### src/rtl/nv_nvdla_hls_pkg.sv
// Shared helpers for the HLS converter pipes: signed range limits and stage handshake type.
// Latency: n/a (package only).
// Backpressure: n/a (package only).
package nv_nvdla_hls_pkg;

  // Valid/ready pair of one pipe stage
  typedef struct packed {
    logic vld;
    logic rdy;
  } pipe_hs_t;

  // Largest value representable in a w-bit two's complement number
  function automatic logic signed [63:0] sat_max(input int unsigned w);
    return (64'sd1 <<< (w - 1)) - 64'sd1;
  endfunction

  // Smallest value representable in a w-bit two's complement number
  function automatic logic signed [63:0] sat_min(input int unsigned w);
    return -(64'sd1 <<< (w - 1));
  endfunction

endpackage

### src/rtl/nv_nvdla_hls_sat_trunc.sv
// Signed clip of a W_IN-bit value into W_OUT bits, flagging when the value was clipped.
// Latency: combinational.
// Backpressure: none; pure function of din.
module nv_nvdla_hls_sat_trunc
  import nv_nvdla_hls_pkg::*;
#(
  parameter int W_IN  = 33,
  parameter int W_OUT = 16
) (
  input  logic signed [W_IN-1:0]  din,
  output logic        [W_OUT-1:0] dout,
  output logic                    sat
);

  localparam logic signed [W_IN-1:0]  MAX_IN  = W_IN'(sat_max(W_OUT));
  localparam logic signed [W_IN-1:0]  MIN_IN  = W_IN'(sat_min(W_OUT));
  localparam logic signed [W_OUT-1:0] MAX_OUT = W_OUT'(sat_max(W_OUT));
  localparam logic signed [W_OUT-1:0] MIN_OUT = W_OUT'(sat_min(W_OUT));

  // Clip to the output range; exact boundary values pass through unflagged
  always_comb begin
    dout = din[W_OUT-1:0];
    sat  = 1'b0;
    if (din > MAX_IN) begin
      dout = MAX_OUT;
      sat  = 1'b1;
    end else if (din < MIN_IN) begin
      dout = MIN_OUT;
      sat  = 1'b1;
    end
  end

endmodule

### src/rtl/nv_nvdla_hls_bias_sat_pipe.sv
// Adds a signed bias to the shifter result and saturates it to OUT_WIDTH; NVDLA_HLS_SAT_CNT_EN adds a clip counter.
// Latency: 2 cycles accept-to-out_pvld, 1 result per cycle.
// Backpressure: out_prdy ripples combinationally to in_prdy; a full pipe holds both stages and stalls input.
module nv_nvdla_hls_bias_sat_pipe
  import nv_nvdla_hls_pkg::*;
#(
  parameter int IN_WIDTH   = 32,
  parameter int BIAS_WIDTH = 16,
  parameter int OUT_WIDTH  = 16,
  parameter int CNT_WIDTH  = 32
) (
  input  logic                  nvdla_core_clk,
  input  logic                  nvdla_core_rst,
  input  logic                  in_pvld,
  output logic                  in_prdy,
  input  logic [IN_WIDTH-1:0]   in_pd,
  input  logic [BIAS_WIDTH-1:0] cfg_bias,
  input  logic                  cfg_sat_clr,
  output logic                  out_pvld,
  input  logic                  out_prdy,
  output logic [OUT_WIDTH-1:0]  out_pd,
  output logic                  out_sat,
  output logic [CNT_WIDTH-1:0]  sat_cnt
);

  logic                       s1_vld;
  logic signed [IN_WIDTH:0]   s1_sum;
  logic                       s2_vld;
  logic        [OUT_WIDTH-1:0] s2_pd;
  logic                       s2_sat;
  pipe_hs_t                   s1_hs;
  pipe_hs_t                   s2_hs;
  logic signed [IN_WIDTH:0]   sum_nxt;
  logic        [OUT_WIDTH-1:0] clip_pd;
  logic                       clip_sat;

  // One extra bit of headroom means the bias add can never wrap
  assign sum_nxt = $signed({in_pd[IN_WIDTH-1], in_pd})
                 + $signed({{(IN_WIDTH + 1 - BIAS_WIDTH){cfg_bias[BIAS_WIDTH-1]}}, cfg_bias});

  // Ready chain: a stage can take new data if empty or draining this cycle
  assign s2_hs.vld = s2_vld;
  assign s2_hs.rdy = !s2_vld || out_prdy;
  assign s1_hs.vld = s1_vld;
  assign s1_hs.rdy = !s1_vld || s2_hs.rdy;
  assign in_prdy   = s1_hs.rdy;

  nv_nvdla_hls_sat_trunc #(
    .W_IN  (IN_WIDTH + 1),
    .W_OUT (OUT_WIDTH)
  ) u_sat (
    .din  (s1_sum),
    .dout (clip_pd),
    .sat  (clip_sat)
  );

  // Stage 1: capture biased sum on input accept, hold while stage 2 is blocked
  always_ff @(posedge nvdla_core_clk or posedge nvdla_core_rst) begin
    if (nvdla_core_rst) begin
      s1_vld <= 1'b0;
      s1_sum <= '0;
    end else begin
      s1_vld <= (in_pvld && s1_hs.rdy) || (s1_hs.vld && !s2_hs.rdy);
      if (in_pvld && s1_hs.rdy) begin
        s1_sum <= sum_nxt;
      end
    end
  end

  // Stage 2: register the saturated result, hold while the sink stalls
  always_ff @(posedge nvdla_core_clk or posedge nvdla_core_rst) begin
    if (nvdla_core_rst) begin
      s2_vld <= 1'b0;
      s2_pd  <= '0;
      s2_sat <= 1'b0;
    end else begin
      s2_vld <= (s1_hs.vld && s2_hs.rdy) || (s2_hs.vld && !out_prdy);
      if (s1_hs.vld && s2_hs.rdy) begin
        s2_pd  <= clip_pd;
        s2_sat <= clip_sat;
      end
    end
  end

  assign out_pvld = s2_hs.vld;
  assign out_pd   = s2_pd;
  assign out_sat  = s2_sat;

`ifdef NVDLA_HLS_SAT_CNT_EN
  logic                 out_fire;
  logic [CNT_WIDTH-1:0] sat_q;

  assign out_fire = out_pvld && out_prdy;

  // Count clipped outputs as they leave; clear wins, count sticks at all-ones
  always_ff @(posedge nvdla_core_clk or posedge nvdla_core_rst) begin
    if (nvdla_core_rst) begin
      sat_q <= '0;
    end else if (cfg_sat_clr) begin
      sat_q <= '0;
    end else if (out_fire && s2_sat && !(&sat_q)) begin
      sat_q <= sat_q + CNT_WIDTH'(1);
    end
  end

  assign sat_cnt = sat_q;
`else
  logic sat_clr_unused;

  assign sat_clr_unused = cfg_sat_clr;
  assign sat_cnt        = '0;
`endif

endmodule

### config.mk
export PLATFORM = sky130hd
export DESIGN_NAME = nv_nvdla_hls_bias_sat_pipe
export DESIGN_NICKNAME = d
export VERILOG_FILES = /design/src/rtl/nv_nvdla_hls_pkg.sv /design/src/rtl/nv_nvdla_hls_sat_trunc.sv /design/src/rtl/nv_nvdla_hls_bias_sat_pipe.sv
export SDC_FILE = /design/constraint.sdc
export NUM_CORES = 1
export LEC_CHECK = 0
export ABC_AREA = 1
export CAP_MARGIN = 10
export CORE_ASPECT_RATIO = 0.7
export CORE_MARGIN = 2
export CORE_UTILIZATION = 50
export CTS_BUF_LIST = sky130_fd_sc_hd__clkbuf_2 sky130_fd_sc_hd__clkbuf_4 sky130_fd_sc_hd__clkbuf_8
export CTS_CLUSTER_SIZE = 25
export DETAILED_ROUTE_END_ITERATION = 6
export GPL_TIMING_DRIVEN = 0
export HOLD_SLACK_MARGIN = 0.06
export PLACE_DENSITY = 0.79
export SLEW_MARGIN = 40
export SYNTH_ARGS = -nofsm -noshare
export SYNTH_HDL_FRONTEND = slang
export SYNTH_SLANG_ARGS = --single-unit
### constraint.sdc
create_clock -name nvdla_core_clk -period 4.5 [get_ports nvdla_core_clk]
set_clock_uncertainty 0.05 [all_clocks]
set_input_delay 1.125 -clock nvdla_core_clk [delete_from_list [all_inputs] [get_ports nvdla_core_clk]]
set_output_delay 1.125 -clock nvdla_core_clk [all_outputs]
set_load 0.03 [all_outputs]
==> results of run 1 <==
## cell type report
cell class | count | area, um2
Fill cell | 942 | 3600
Multi-Input combinational cell | 594 | 2850
Sequential cell | 52 | 1300
Timing Repair Buffer | 71 | 721
Inverter | 148 | 558
Buffer | 41 | 299
Tap cell | 128 | 160
Clock buffer | 6 | 76.3
Clock inverter | 2 | 35.0
## stage by stage
stage               area [um2]  power (W)   util
floorplan                 5010    0.00118      -
global placement          5870    0.00143  0.611
detailed placement        5890    0.00145  0.613
CTS                       6000    0.00176  0.625
global route              6000    0.00188  0.625
finish                    6000    0.00176  0.625
## cell families (layout without fill, tap and decap cells)
kind of cell               after synthesis  in the layout  synth area share
and+or+nand+nor                        459            459             0.389
adders and majority gates               33             33            0.0859
AOI/OAI and AO/OA                       58             58            0.0624
xor gates and xnor gates                12             12            0.0215
buffers and inverters                  189            268             0.175
DFF                                     52             52             0.266
other                                    1             32          0.000766
## layout by cell type (no fill, tap or decap), types with 3 or more instances in the layout
master	Yosys	routed
nand2_1	333	333
inv_1	147	146
clkdlybuf4s50_1	0	70
dfrtp_1	52	52
nand3_1	42	42
nor2_1	41	41
buf_4	33	33
ha_1	32	32
conb_1	1	32
o21ai_0	25	25
a21oi_1	20	20
xnor2_1	12	12
nand4_1	10	10
nand2_2	9	9
nor3_1	8	8
o21ai_1	8	8
clkbuf_8	1	6
nor2_4	3	3
and2_1	3	3
nand3_2	3	3
## state kept, by name, indices dropped and copies added (netlist names)
register,flops
s1_vld,1
s1_sum,33
out_pd,16
out_pvld,1
out_sat,1
## power groups by stage
stage          logic (W)  clock network (W)  registers (W)
6_report        0.000804           0.000318       0.000639
5_1_grt         0.000897           0.000335       0.000652
4_1_cts         0.000801           0.000321       0.000639
3_5_place_dp    0.000798                  0       0.000648
3_3_place_gp    0.000785                  0       0.000643
2_1_floorplan   0.000457                  0       0.000723
## synth_stat cells (all sizes together)
cell type	instances
o21ai	33
nand4	10
xnor2	12
and2	3
buf	37
ha	32
nand2	342
clkbuf	4
conb	1
nor4	1
nor3	9
fa	1
inv	148
nor2	46
dfrtp	52
o21bai	2
and3	1
a21oi	22
a21o	1
nand3	45
or2	2
## per-layer routing
metal | vias to the layer above | part of all wire | GRT usage
li1 | 2587 | - | -
met1 | 2122 | 0.55 | 0.368
met2 | 127 | 0.39 | 0.337
met3 | 9 | 0.052 | 0.0296
met4 | 0 | 0.0064 | 0.0345
met5 | - | 0 | 0
## final timing paths
check                               startpoint         end  slack (ns)  depth (start not counted)
worst max-delay path                  out_prdy     in_prdy        0.92                          4
worst min-delay path                out_pd[13]  out_pd[13]        0.43                          2
worst max register to register          s1_vld  s1_sum[13]        2.88                          6
worst min register to register      out_pd[13]  out_pd[13]        0.43                          2
max in group asynchronous       nvdla_core_rst  s1_sum[26]        2.91                          3
min in group asynchronous       nvdla_core_rst   out_pd[6]        1.05                          2
## tightest hold or removal path, stage by stage, from the launching register on
cell	delay, ns
dfrtp_1	0.35
nand2_1	0.05
nand2_1	0.05
==> impl_metrics.json, run 1 <==
{
  "nNetsFinal": 999,
  "synth.area.top_cells": "dfrtp_1 27%, nand2_1 26%, inv_1 11%",
  "ys_seq_area_frac": 0.266,
  "start_util": 0.509,
  "die_area_mm2": 0.0106,
  "max_stage_delay_ns": 0.68,
  "cp_slowest_cell": "clkdlybuf4s50_1",
  "grt_usage": 0.231,
  "synth_seq_cells": 52,
  "critical_path.max_fanout": 3,
  "final_cells": 1042,
  "core_mm2": 0.00961,
  "die_w_um": 122,
  "dp_cells": 1034,
  "grt_first_pass_wirelength_um": 19400,
  "rsz0062_at_grt": "no",
  "final.period_utilization": 0.796,
  "p_per_area_mw_per_mm2": 293,
  "critical_path_class": "in2out",
  "clkPwrFrac": 0.181,
  "max_freq_ghz": 0.279,
  "ctsHoldBuffers": 0,
  "synthesis.area_mm2": 0.00489,
  "cap_violations": 0,
  "ios": 104,
  "p_leak_nw": 3.51,
  "grt_max_degree": 36,
  "clockBufferDepth": 2,
  "wl_per_cell_um": 11.2,
  "yosysUniqueCellTypes": 34,
  "status": "complete, no violations",
  "insertion_delay_ns": 0.31,
  "cp-start-kind": "input port",
  "fp-row-count": 30,
  "cts.sinks": 52,
  "cts_resized": 0,
  "clockRootBuffer": "clkbuf_8",
  "path_delay_family": "buffers and inverters",
  "area_growth_pct": 22.7,
  "drtAntennaViolNets": 0,
  "htreeDepth": 2,
  "drive_above_1_share": 0.0755,
  "worst_slew_pin_slew_ns": 0.654,
  "antenna_found_initial": 0,
  "routed_wl_um": 11700,
  "firstDrtPassIters": 4,
  "vias": 4845,
  "drc": 0,
  "syn_avg_cell_area_um2": 6.09,
  "power_switching_share": 0.399,
  "fin_crit_ns": 3.58,
  "peakVddDrop_uv": 165,
  "p_comb_frac": 0.457,
  "cp_cell_sequence": "clkdlybuf4s50_1 -> inv_1 -> nand3_1 -> clkdlybuf4s50_1",
  "place_ws_ns": 0.785,
  "finalSetupTns_ns": 0,
  "crit_top_cell": "clkdlybuf4s50_1",
  "end_kind": "primary output",
  "drt_iter0_drc": 314,
  "setup_viol": 0,
  "synthCells": 804,
  "numCtsBuffers": 5,
  "gp_congestion": 0.943,
  "switching_power_w": 0.000703,
  "cts_setup_buffers": 0,
  "die_y_um": 86.8,
  "crit_buf_inv": 3,
  "viasPerCell": 4.65,
  "overflow": 0,
  "hp-class": "reg2reg",
  "grt_pass1_vias": 4150,
  "synth_area_leader_cell": "dfrtp_1",
  "required_ns": 3.32,
  "hpwl_um": 9930,
  "finalHoldViolCount": 0,
  "hold_slack_ns": 0.435,
  "port_buffers": 70,
  "arrival_ns": 2.41,
  "seqPwrFrac": 0.363,
  "relSlewSlack": 0.563,
  "finalWorstSetupSlack_ns": 0.917,
  "yosysWarningCount": 0,
  "yosysTopAreaCellShare": 0.266,
  "p_int_w": 0.00106,
  "diodes": 0,
  "path_clk_slew_ns": 0.08,
  "slew_viol_final": 0,
  "cts_tree": "done"
}
No activity file was read; power rests on OpenSTA's default activity.
==> run 2: changes to the inputs <==
clock period = 3.4 ns   (was 4.5 ns; I/O delays follow)
==> run 2 against run 1 <==
Sequential share of layout area about the same; critical path depth unchanged; core utilization about the same; flip-flop and latch count unchanged; hold slack unchanged; combinational power up 32%; register-to-register slack worse by 1.1 ns; clock power up 32%; largest cell class unchanged.
==> impl_metrics.json, run 2 (synthesized netlist as in run 1, its figures left out) <==
{
  "drt_iter0_drc": 314,
  "wl_per_cell_um": 11.2,
  "largest-register": "s1_sum",
  "critical_path.max_fanout": 3,
  "hp-class": "reg2reg",
  "dp_cells": 1034,
  "die_y_um": 86.8,
  "p_int_w": 0.00140,
  "place_ws_ns": -0.0396,
  "grt_max_degree": 36,
  "nFillCells": 943,
  "cts_tree": "done",
  "numCtsBuffers": 5,
  "fin_crit_ns": 3.03,
  "gp_congestion": 0.943,
  "clockRootBuffer": "clkbuf_8",
  "path_clk_slew_ns": 0.08,
  "vias": 4846,
  "htreeDepth": 2,
  "p_per_area_mw_per_mm2": 388,
  "placed_area_mm2": 0.00589,
  "mostFrequentLayoutCells": "333 x nand2_1, 146 x inv_1, 69 x clkdlybuf4s50_1",
  "critical_path_class": "in2out",
  "clkPwrFrac": 0.181,
  "grt_first_pass_wirelength_um": 19400,
  "ios": 104,
  "slew_viol_final": 0,
  "fin_area_mm2": 0.00601,
  "grt_usage": 0.231,
  "required_ns": 2.50,
  "layout_commonest_cell": "nand2_1",
  "routed_wl_um": 11700,
  "setup_viol": 0,
  "viasPerCell": 4.65,
  "final.period_utilization": 0.892,
  "overflow": 0,
  "nNetsFinal": 999,
  "hpwl_um": 9930,
  "finalSetupTns_ns": 0,
  "peakVddDrop_uv": 219,
  "power.total_w": 0.00233,
  "startpoint": "out_prdy",
  "relSlewSlack": 0.561,
  "top_layer": "met4",
  "worst_slew_pin_slew_ns": 0.657,
  "start_util": 0.509,
  "wl_met3_um": 614,
  "wl_met2_um": 4620,
  "drtAntennaViolNets": 0,
  "insertion_delay_ns": 0.31,
  "die_area_mm2": 0.0106,
  "area_growth_pct": 22.8,
  "cap_violations": 0,
  "worstReg2RegStart": "s1_vld",
  "grt_pass1_vias": 4150,
  "rsz0062_at_grt": "no",
  "switching_power_w": 0.000930,
  "status": "complete, no violations",
  "port_buffers": 70,
  "final_cells": 1042,
  "arrival_ns": 2.13,
  "hold_start": "out_pd[13]",
  "p_leak_nw": 3.52,
  "clockBufferDepth": 2,
  "largest_reg_flops": 33,
  "wl_met1_um": 6380,
  "cts.sinks": 52,
  "drive_above_1_share": 0.0755,
  "cp-start-kind": "input port",
  "antenna_found_initial": 0,
  "p_comb_frac": 0.457,
  "end_kind": "primary output",
  "diodes": 0,
  "die_w_um": 122,
  "seqPwrFrac": 0.363,
  "core_mm2": 0.00961,
  "power_switching_share": 0.399,
  "firstDrtPassIters": 4,
  "cts_setup_buffers": 0,
  "drc": 0,
  "fp-row-count": 30,
  "finalHoldViolCount": 0,
  "finalWorstSetupSlack_ns": 0.367,
  "max_freq_ghz": 0.330
}
[run 2: layer usage]
| metal | up-vias | GRT usage |
|---|---|---|
| met1 | 2123 | 0.368 |
| met2 | 127 | 0.337 |
| met5 | - | 0 |
| met3 | 9 | 0.0296 |
| li1 | 2587 | - |
| met4 | 0 | 0.0345 |
[run 2: area by class of cell]
type | count | area (um2) | area share
Buffer | 41 | 299 | 0.0498
Inverter | 148 | 558 | 0.0929
Sequential cell | 52 | 1300 | 0.217
Clock buffer | 6 | 76.3 | 0.0127
Timing Repair Buffer | 71 | 723 | 0.120
Tap cell | 128 | 160 | 0.0267
Clock inverter | 2 | 35.0 | 0.00583
Multi-Input combinational cell | 594 | 2850 | 0.475
[run 2: stage by stage]
stage / hold slack (ns) / utilization
after CTS: 0.436 / 0.625
after floorplan: 0.394 / -
after global routing: 0.464 / 0.625
final: 0.435 / 0.625
after detailed placement: 0.413 / 0.613
after global placement: 0.411 / 0.611
[run 2: worst paths after layout]
check	endpoint	slack, ns	cells past startpoint
min in group asynchronous	out_pd[6]	0.78	2
setup / recovery	in_prdy	0.37	4
hold / removal	out_pd[13]	0.43	2
hold reg to reg	out_pd[13]	0.43	2
max in group asynchronous	s1_sum[26]	2.09	3
setup reg to reg	s1_sum[13]	1.78	6
[run 2: timing repair]
action                     CTS  global route
resized for setup            0             1
hold buffers                 0             0
setup endpoints to repair    0             2
[run 2: power by group through the flow]
stage	combinational, W	clock (W)	sequential [W]
final	0.00106	0.000421	0.000846
after global routing	0.00119	0.000444	0.000863
after CTS	0.00106	0.000425	0.000846
after detailed placement	0.00106	0	0.000857
after global placement	0.00104	0	0.000851
after floorplan	0.000605	0	0.000956
[run 2: critical path: stages]
cell             delay (ns)
clkdlybuf4s50_1        0.45
inv_1                  0.04
nand3_1                0.10
clkdlybuf4s50_1        0.68
==> run 3: changes to the inputs <==
ABC_CLOCK_PERIOD_IN_PS = 3400   (was not set)
CORE_UTILIZATION = 54   (was 50)
PLACE_DENSITY = 0.84   (was 0.79)
==> run 3 against run 2 <==
Routed wire length up 2.6%; worst setup slack worse by 0.0029 ns; combinational power about the same; hold slack better by 0.0047 ns; core utilization up 4.4 points; total power down 3.8%; via count up 1.6%; sequential share of layout area up 0.13 points; non-clock buffer count unchanged; first-iteration DRC count up 41%; global-route usage up 2.1 points; clock-buffer cell count down 1; critical path type unchanged; critical endpoint unchanged.
==> impl_metrics.json, run 3 (synthesized netlist as in run 1, its figures left out) <==
{
  "htreeDepth": 2,
  "worst_slew_pin_slew_ns": 0.629,
  "critical_path_class": "in2out",
  "slew_viol_final": 0,
  "die_w_um": 118,
  "required_ns": 2.50,
  "die_area_mm2": 0.00985,
  "fin_crit_ns": 3.04,
  "numCtsBuffers": 5,
  "p_per_area_mw_per_mm2": 376,
  "fp-row-count": 29,
  "nNetsFinal": 999,
  "place_ws_ns": -0.0499,
  "path_clk_slew_ns": 0.09,
  "drt_iter0_drc": 443,
  "final.period_utilization": 0.893,
  "crit_top_cell": "clkdlybuf4s50_1",
  "cp_cell_sequence": "clkdlybuf4s50_1 -> inv_1 -> nand3_1 -> clkdlybuf4s50_1",
  "finalWorstSetupSlack_ns": 0.364,
  "diodes": 0,
  "die_y_um": 83.6,
  "vias": 4924,
  "power_switching_share": 0.414,
  "cp-start-kind": "input port",
  "p_int_w": 0.00131,
  "p_leak_nw": 3.50,
  "critical_path.max_fanout": 3,
  "multi_input_area_mm2": 0.00285,
  "switching_power_w": 0.000930,
  "core_mm2": 0.00893,
  "grt_first_pass_wirelength_um": 20300,
  "grt_pass1_vias": 4344,
  "grt_max_degree": 36,
  "hpwl_um": 10300,
  "path_delay_family": "buffers and inverters",
  "p_comb_frac": 0.478,
  "overflow": 0,
  "ios": 104,
  "relSlewSlack": 0.580,
  "layout_commonest_cell": "nand2_1",
  "clkPwrFrac": 0.145,
  "cap_violations": 0,
  "largest-register": "s1_sum",
  "finalHoldViolCount": 0,
  "seqPwrFrac": 0.378,
  "insertion_delay_ns": 0.30,
  "start_util": 0.548,
  "routed_wl_um": 12000,
  "cp_slowest_cell": "clkdlybuf4s50_1",
  "viasPerCell": 4.75,
  "drive_above_1_share": 0.0745,
  "largest_reg_flops": 33,
  "rsz0062_at_grt": "no",
  "mostFrequentLayoutCells": "333 x nand2_1, 146 x inv_1, 69 x clkdlybuf4s50_1",
  "gp_congestion": 0.940,
  "drtAntennaViolNets": 0,
  "dp_cells": 1030,
  "max_stage_delay_ns": 0.68,
  "hp-class": "reg2reg",
  "final_cells": 1037,
  "peakVddDrop_uv": 184,
  "cts.sinks": 52,
  "grt_usage": 0.252,
  "max_freq_ghz": 0.329,
  "port_buffers": 70,
  "final_util": 0.669,
  "arrival_ns": 2.14,
  "end_kind": "primary output",
  "clockBufferDepth": 2,
  "nFillCells": 850,
  "register_area_mm2": 0.00130,
  "drc": 0,
  "clockRootBuffer": "clkbuf_8",
  "cts_setup_buffers": 0,
  "cts_tree": "done",
  "area_growth_pct": 22.0,
  "crit_buf_inv": 3,
  "antenna_found_initial": 0,
  "status": "complete, no violations",
  "firstDrtPassIters": 5,
  "setup_viol": 0,
  "wl_per_cell_um": 11.6
}
-- run 3: changes by cell type in the layout (fill, tap and decap cells not counted) --
cell,delta
clkinvlp_4,+1
bufinv_16,-1
clkbuf_4,-1
-- run 3: power groups by stage --
stage | clock network [W] | registers, W | logic [W]
global route | 0.000362 | 0.000867 | 0.00119
CTS | 0.000333 | 0.000846 | 0.00106
finish | 0.000325 | 0.000847 | 0.00107
floorplan | 0 | 0.000956 | 0.000605
global placement | 0 | 0.000850 | 0.00104
detailed placement | 0 | 0.000858 | 0.00106
-- run 3: what timing repair did --
item                                    CTS  global route
hold buffers                              0             0
endpoints found under the setup margin    0             1
hold endpoints to repair                  0             0
resized for setup                         0             1
-- run 3: per-stage QoR --
| step | power (W) | cell area (um2) | hold WS [ns] | TNS, ns |
|---|---|---|---|---|
| 2_1_floorplan | 0.00156 | 5010 | 0.394 | 0 |
| 3_3_place_gp | 0.00189 | 5870 | 0.410 | -0.0183 |
| 3_5_place_dp | 0.00192 | 5890 | 0.416 | -0.0694 |
| 4_1_cts | 0.00224 | 5970 | 0.438 | 0 |
| 5_1_grt | 0.00242 | 5970 | 0.451 | 0 |
| 6_report | 0.00224 | 5970 | 0.439 | 0 |
-- run 3: worst min-delay path: cells and delay by family, from the launching register on --
| family | cells | cell delay (ns) |
|---|---|---|
| and+or+nand+nor | 2 | 0.11 |
| DFF | 1 | 0.35 |
-- run 3: metal layers --
layer / GRT usage / up-vias / wire length [um]
li1: - / 2599 / -
met1: 0.392 / 2141 / 6130
met2: 0.383 / 168 / 4910
met5: 0 / - / 0
met3: 0.0253 / 16 / 838
met4: 0.0438 / 0 / 124
-- run 3: cell type report --
| cell class | instances | area share |
|---|---|---|
| multi-input cells | 594 | 0.478 |
| flip-flops and latches | 52 | 0.218 |
| repair buffers | 71 | 0.121 |
| inverters | 148 | 0.0934 |
| plain buffers | 41 | 0.0501 |
| well taps | 124 | 0.0260 |
| clock buffers | 5 | 0.0115 |
| clock inverters | 2 | 0.00210 |
-- run 3: path summary, 6_finish.rpt --
path | startpoint | end | slack [ns] | cells after the start
worst max-delay path | out_prdy | in_prdy | 0.36 | 4
max in group asynchronous | nvdla_core_rst | s1_sum[13] | 2.09 | 3
worst min register to register | s1_sum[0] | s1_sum[0] | 0.44 | 2
worst max register to register | s1_sum[29] | out_pd[0] | 1.73 | 7
min in group asynchronous | nvdla_core_rst | out_pd[4] | 0.77 | 2
worst min-delay path | s1_sum[0] | s1_sum[0] | 0.44 | 2
